## src/rtl/step_sequencer_if.sv

```systemverilog
// Command/status bundle between a move controller and the step sequencer.
// Latency: none (wires only).
// Backpressure: none; start/stepTick are single-cycle strobes, status is level/pulse.
//
// Signals:
//   stepTick, start, dir, halfStep, stepCount, abort : controller -> sequencer
//   coilOut, busy, done, remaining, position           : sequencer -> controller
interface step_sequencer_if #(
    parameter int CNT_W = 16
);
    logic             stepTick;
    logic             start;
    logic             dir;
    logic             halfStep;
    logic [CNT_W-1:0] stepCount;
    logic             abort;
    logic [3:0]       coilOut;
    logic             busy;
    logic             done;
    logic [CNT_W-1:0] remaining;
    logic [CNT_W-1:0] position;

    modport master (
        output stepTick, start, dir, halfStep, stepCount, abort,
        input  coilOut, busy, done, remaining, position
    );

    modport slave (
        input  stepTick, start, dir, halfStep, stepCount, abort,
        output coilOut, busy, done, remaining, position
    );
endinterface

```

## src/rtl/step_sequencer.sv

```systemverilog
// Stepper phase sequencer: runs a commanded move of N steps, driving a 4-coil pattern and tracking position.
// Latency: 1 clock from an accepted start or an executed stepTick to updated outputs.
// Backpressure: none; start is dropped outside IDLE and stepTick is dropped outside RUN.
//
// Ports:
//   clk  - rising-edge clock
//   rst  - synchronous active-high reset (overrides everything, including mid-move)
//   io   - step_sequencer_if.slave: stepTick/start/dir/halfStep/stepCount/abort in,
//          coilOut/busy/done/remaining/position out
module step_sequencer #(
    parameter int CNT_W = 16
) (
    input  logic               clk,
    input  logic               rst,
    step_sequencer_if.slave    io
);

    typedef enum logic [1:0] {
        IDLE = 2'd0,
        RUN  = 2'd1,
        DONE = 2'd2
    } state_t;

    state_t           state_q, state_d;
    logic [2:0]       ph_q, ph_d;
    logic             dir_q, dir_d;
    logic             half_q, half_d;
    logic [CNT_W-1:0] rem_q, rem_d;
    logic [CNT_W-1:0] pos_q, pos_d;
    logic [3:0]       coil_q, coil_d;
    logic [2:0]       ph_inc;

    // Even indices energise one coil, odd indices two adjacent coils,
    // so full-step (+/-2) keeps the drive type of the starting index.
    function automatic logic [3:0] coil_pattern(input logic [2:0] p);
        logic [3:0] c;
        case (p)
            3'd0:    c = 4'b0001;
            3'd1:    c = 4'b0011;
            3'd2:    c = 4'b0010;
            3'd3:    c = 4'b0110;
            3'd4:    c = 4'b0100;
            3'd5:    c = 4'b1100;
            3'd6:    c = 4'b1000;
            default: c = 4'b1001;
        endcase
        return c;
    endfunction

    always_ff @(posedge clk) begin
        if (rst) begin
            state_q <= IDLE;
            ph_q    <= 3'd0;
            dir_q   <= 1'b0;
            half_q  <= 1'b0;
            rem_q   <= '0;
            pos_q   <= '0;
            coil_q  <= 4'b0001;
        end else begin
            state_q <= state_d;
            ph_q    <= ph_d;
            dir_q   <= dir_d;
            half_q  <= half_d;
            rem_q   <= rem_d;
            pos_q   <= pos_d;
            coil_q  <= coil_d;
        end
    end

    always_comb begin
        state_d = state_q;
        ph_d    = ph_q;
        dir_d   = dir_q;
        half_d  = half_q;
        rem_d   = rem_q;
        pos_d   = pos_q;
        ph_inc  = half_q ? 3'd1 : 3'd2;

        case (state_q)
            IDLE: begin
                if (io.start) begin
                    if (io.stepCount != '0) begin
                        state_d = RUN;
                        dir_d   = io.dir;
                        half_d  = io.halfStep;
                        rem_d   = io.stepCount;
                    end else begin
                        // Zero-length move still reports completion.
                        state_d = DONE;
                    end
                end
            end
            RUN: begin
                // Abort wins over a coincident tick: no step, remaining frozen.
                if (io.abort) begin
                    state_d = IDLE;
                end else if (io.stepTick) begin
                    ph_d  = dir_q ? (ph_q + ph_inc) : (ph_q - ph_inc);
                    pos_d = dir_q ? (pos_q + CNT_W'(1)) : (pos_q - CNT_W'(1));
                    rem_d = rem_q - CNT_W'(1);
                    if (rem_q == CNT_W'(1)) begin
                        state_d = DONE;
                    end
                end
            end
            DONE: begin
                state_d = IDLE;
            end
            default: begin
                state_d = IDLE;
            end
        endcase

        // Pattern follows the next index so coilOut changes on the same edge as ph.
        coil_d = coil_pattern(ph_d);
    end

    assign io.coilOut   = coil_q;
    assign io.busy      = (state_q == RUN);
    assign io.done      = (state_q == DONE);
    assign io.remaining = rem_q;
    assign io.position  = pos_q;

endmodule
```

## src/flat_wrapper.sv

```systemverilog
// flat-port wrapper written by rule: the top's interface ports become plain ports
module step_sequencer_flat 
#(
    parameter int CNT_W = 16
)
  (clk, rst, io_stepTick, io_start, io_dir, io_halfStep, io_stepCount, io_abort, io_coilOut, io_busy, io_done, io_remaining, io_position);
  step_sequencer_if #(.CNT_W(CNT_W)) io_i ();
  input  logic clk;
  input  logic rst;
  input wire logic [$bits(io_i.stepTick)-1:0] io_stepTick;
  input wire logic [$bits(io_i.start)-1:0] io_start;
  input wire logic [$bits(io_i.dir)-1:0] io_dir;
  input wire logic [$bits(io_i.halfStep)-1:0] io_halfStep;
  input wire logic [$bits(io_i.stepCount)-1:0] io_stepCount;
  input wire logic [$bits(io_i.abort)-1:0] io_abort;
  output wire logic [$bits(io_i.coilOut)-1:0] io_coilOut;
  output wire logic [$bits(io_i.busy)-1:0] io_busy;
  output wire logic [$bits(io_i.done)-1:0] io_done;
  output wire logic [$bits(io_i.remaining)-1:0] io_remaining;
  output wire logic [$bits(io_i.position)-1:0] io_position;
  assign io_i.stepTick = io_stepTick;
  assign io_i.start = io_start;
  assign io_i.dir = io_dir;
  assign io_i.halfStep = io_halfStep;
  assign io_i.stepCount = io_stepCount;
  assign io_i.abort = io_abort;
  assign io_coilOut = io_i.coilOut;
  assign io_busy = io_i.busy;
  assign io_done = io_i.done;
  assign io_remaining = io_i.remaining;
  assign io_position = io_i.position;
  step_sequencer #(.CNT_W(CNT_W)) u_core (.clk(clk), .rst(rst), .io(io_i));
endmodule
```

## config.mk

```make
export PLATFORM = sky130hd
export DESIGN_NAME = step_sequencer_flat
export DESIGN_NICKNAME = d
export VERILOG_FILES = /design/src/rtl/step_sequencer_if.sv /design/src/rtl/step_sequencer.sv /design/src/flat_wrapper.sv
export SDC_FILE = /design/constraint.sdc
export NUM_CORES = 1
export LEC_CHECK = 0
export CAP_MARGIN = 25
export CORE_ASPECT_RATIO = 1.75
export CORE_MARGIN = 5
export CORE_UTILIZATION = 51
export DETAILED_ROUTE_END_ITERATION = 8
export MAX_ROUTING_LAYER = met4
export PLACE_DENSITY_LB_ADDON = 0.08
export SYNTH_ARGS = -nofsm -noshare
export SYNTH_HDL_FRONTEND = slang
export SYNTH_SLANG_ARGS = --single-unit
```

## constraint.sdc

```tcl
create_clock -name clk -period 2.95 [get_ports clk]
set_input_delay 0.295 -clock clk [delete_from_list [all_inputs] [get_ports clk]]
set_output_delay 0.295 -clock clk [all_outputs]
set_load 0.01 [all_outputs]
```

==> results.md <==
- The startpoint identified for the worst register-to-register timing path is u_core.dir_q.
- The mean post-synth cell area is 7.71 sq um.
- The accumulated negative setup slack is 0 ns.
- The number of diodes is 0.
- The worst setup path is launched from a flop.
- The area of the placeable core is 5300 sq um.
- The per-cell via count in the routed design is 5.83.
- The leading area contributor after synthesis is dfxtp_1.
- The leading cell type by number of instances after synthesis is dfxtp_1.
- Of the synthesized area, sequential elements account for 30.6%.
- The clock-pin slew on the worst setup and hold paths is 0.09 ns.
- The count of max-cap constraint violations is 0.
- The relative max-transition margin is 44.9%.
- For the worst setup path, the data arrival time is 2.91 ns.
- Summed over all layers, the routed wires come to 7390 um.
- The die outline height is 108 um.
- The slew at the pin closest to its max-slew limit is 0.827 ns.
- The critical path in this run is classified as flop to flop.
- The detailed-route via count is 2858.
- The layout overhead on the synthesized area is 26.0%.
- After synthesis the netlist holds a flip-flop and latch count of 43.
- For this design the static power due to leakage is 1.41 nW.
- The total power of the final layout is 1.59 mW.
- The number of antenna violations at the first check in global routing is 0.
- The CTS buffer count is 5.
- The clock tree buffer depth is 2.
- The total stage count of the critical path is 8.
- The total count of hold-check failures in the final report was 0.
- The final-layout worst hold slack is 0.482 ns.
- The number of enable-type register cells in the synthesized netlist is 0.
- The post-synthesis instance total is 365.
- The maximum frequency from static timing analysis is 372 MHz.
- The delay of the slowest critical-path stage is 0.47 ns.
- The overall die area is 7160 sq um.
- The kind of end point of the critical path is a flop.
- The worst-case vdd ir drop is 0.000315 V.
- Setup repair after global routing could not meet its margin everywhere.
- At the worst endpoint, the required time is 3.17 ns.
- The worst setup margin is 0.261 ns.
- The setup slack of the most critical reg-to-reg path is 0.26 ns.
- The clock sink count is 43.
- The predominant post-synthesis flop cell is dfxtp_1.
- The via count of the first global-routing pass was 2846.
- After the last flow step, the layout net total stands at 457.
- After floorplanning, the core was divided into 35 placement rows.
- The minimum period implied by the final worst setup slack is 2.69 ns.
- The number of unique standard cell types used by synthesis is 59.
- Counting tap cells, the placed design contains a total of 482 instances.
- The count of nets left with antenna violations once routing finished came out at 0.
- In this run the critical register-to-register path is captured at u_core.io.position[11].
- The starting density of the core is 53.1%.
- The total half-perimeter wirelength after legalization and detailed placement is 5550 um.
- The final estimated routing congestion in global placement is 0.869.
- The run finished with clean final reports.
- For this run, asynchronously set or reset flops after synthesis account for 0%.
- The post-detailed-route DRC marker count is 0.
- In the synthesized netlist, the cells that appear most often are dfxtp_1 (43), nand2_1 (42), nor2_1 (41).
- The minimum setup slack after placement is 0.285 ns.
- The root buffer cell chosen for the clock tree is clkbuf_8.
- Measured in cells, the most critical reg-to-reg path has a length of 8.
- The synthesized netlist occupies a cell area of 2820 sq um.
- The H-tree was split into 2 levels.
- The gate family responsible for the most delay along the worst path is compound AO/OA/AOI/OAI gates.
- In this run the biggest area consumer among cell types represents 30.6% of the synthesized area.
- Of the cells placed in the final design, the portion with a size suffix greater than 1 is 5.53%.
- The finished layout holds 490 standard cells, fillers aside.
- The finished cells cover 3550 sq um.
- The first TritonRoute pass finished after 4 iterations.
- The filler cells instantiated in the layout total 480.
- After detailed routing, the average wire length per cell comes to 15.1 um.
- The total power divided by cell area is 449 nW/um^2.
- The Yosys warning count is 0.
- After synthesis, the cell types taking the most area are dfxtp_1 (31%), ha_1 (7.6%), nand2_1 (5.6%).
- The wire length of the first global-routing pass is 12500 um.
- For this run, the total global-route usage over all layers was measured as 22.3%.
- Clock latency on the worst-skew pair, taken at its later pin, is 0.29 ns.
- The first routing iteration left 138 violations.
- The critical path goes through inv_1 > ha_1 > o21ai_0 > a21oi_1 > a21boi_0 > o21ai_0 > xnor2_1 > o21ai_0.
- The worst hold path belongs to the class flop to flop.
- Entering global routing, the biggest net connects 37 pins.
- The master of the slowest instance on the critical path is a21boi_0.
- The number of nets handed over by synthesis was 407.
- Once layout is complete, the utilization of the core stands at 66.9%.
- In this run the worst setup path terminates at u_core.io.position[11].
- The max-slew violation total from the final report is 0.
- The setup-violating endpoint count in the final report is 0.
- The critical-path maximum fanout is 16.
- During I/O placement, the number of pins put on the boundary was 61.
- The critical path startpoint is u_core.dir_q.
- The placement-stage cell area is 3460 sq um.
- The remaining global-route overflow is 0.
- The number of buffer and inverter instances along the worst setup path is 1.
- The worst-case clock skew is 0.00895 ns.
- In the finished design, the share of the clock period the worst path needs comes to 91.1%.
- The overall die width is 66.2 um.
- During placement, the flow inserted port buffers numbering 60.
- TritonCTS built the clock tree.
- The cell seen most often among critical-path stages is o21ai_0.
==> how the worst min path moves through the flow <==
stage,start,endpoint,slack [ns],cells after the start
finish,u_core.io.position[5],u_core.io.position[5],0.48,2
global route,u_core.io.position[9],u_core.io.position[9],0.52,2
CTS,u_core.io.position[5],u_core.io.position[5],0.48,2
detailed placement,u_core.io.position[5],u_core.io.position[5],0.47,2
global placement,u_core.io.position[5],u_core.io.position[5],0.46,2
floorplan,io_dir,u_core.dir_q,0.44,2
==> cell usage in the layout (no fill, tap or decap), types with 5 or more instances in the layout <==
cell type | Yosys | layout
clkdlybuf4s50_1 | 0 | 60
dfxtp_1 | 43 | 43
nand2_1 | 42 | 42
nor2_1 | 41 | 41
a21oi_1 | 30 | 30
o21ai_0 | 28 | 28
ha_1 | 17 | 17
inv_1 | 11 | 11
a22oi_1 | 10 | 10
nand3_1 | 9 | 9
xnor2_1 | 8 | 8
nor3_1 | 8 | 8
nor4_1 | 7 | 7
mux2i_1 | 6 | 6
o211ai_1 | 6 | 6
and2_1 | 5 | 5
a211oi_1 | 5 | 5
clkbuf_8 | 0 | 5
==> power breakdown <==
group	internal (mW)	switching, mW
clock network	0.166	0.213
logic	0.257	0.295
registers	0.619	0.0436
==> state kept, by name (all words and copies together), names as in the netlist <==
| signal | count |
|---|---|
| u_core.dir_q | 1 |
| u_core.half_q | 1 |
| u_core.io.remaining | 16 |
| u_core.ph_q | 3 |
| u_core.io.coilOut | 4 |
| u_core.state_q | 2 |
| u_core.io.position | 16 |
==> routing by layer <==
metal  up-vias  GRT usage, %  routed length [um]
li1       1427             -                   -
met1      1334          24.0                2920
met2        85          40.5                4040
met3        12          3.22                 285
met4         0          7.99                 136
met5         -             -                   0
==> layout make-up <==
type | count | area [sq um] | area share, %
clock buffer | 6 | 72.6 | 2.05
clock inverter | 2 | 12.5 | 0.353
inverter | 12 | 45.0 | 1.27
multi-input combinational | 289 | 1820 | 51.3
sequential | 43 | 861 | 24.3
tap | 74 | 92.6 | 2.61
timing repair buffer | 64 | 643 | 18.1
==> tightest hold or removal path: stages (launching register included) <==
cell and delay (ns):
dfxtp_1 0.34, nand2_1 0.06, a21oi_1 0.05
==> kinds of logic (layout without fill, tap and decap cells) <==
group / count (synthesis) / in the layout / synth area share (%)
compound gates: 111 / 111 / 25.3
flops: 43 / 43 / 30.6
fa+ha+maj: 19 / 19 / 8.98
mux: 7 / 7 / 2.53
xor+xnor: 10 / 10 / 3.11
buf+inv: 33 / 84 / 4.76
simple gates: 142 / 142 / 24.8
==> timing repair <==
item | 4_1_cts | 5_1_grt
gates resized for setup | 0 | 0
hold buffers | 0 | 0
setup endpoints to repair | 0 | 1
buffers inserted | 0 | 0
No activity file was read; power rests on OpenSTA's default activity.
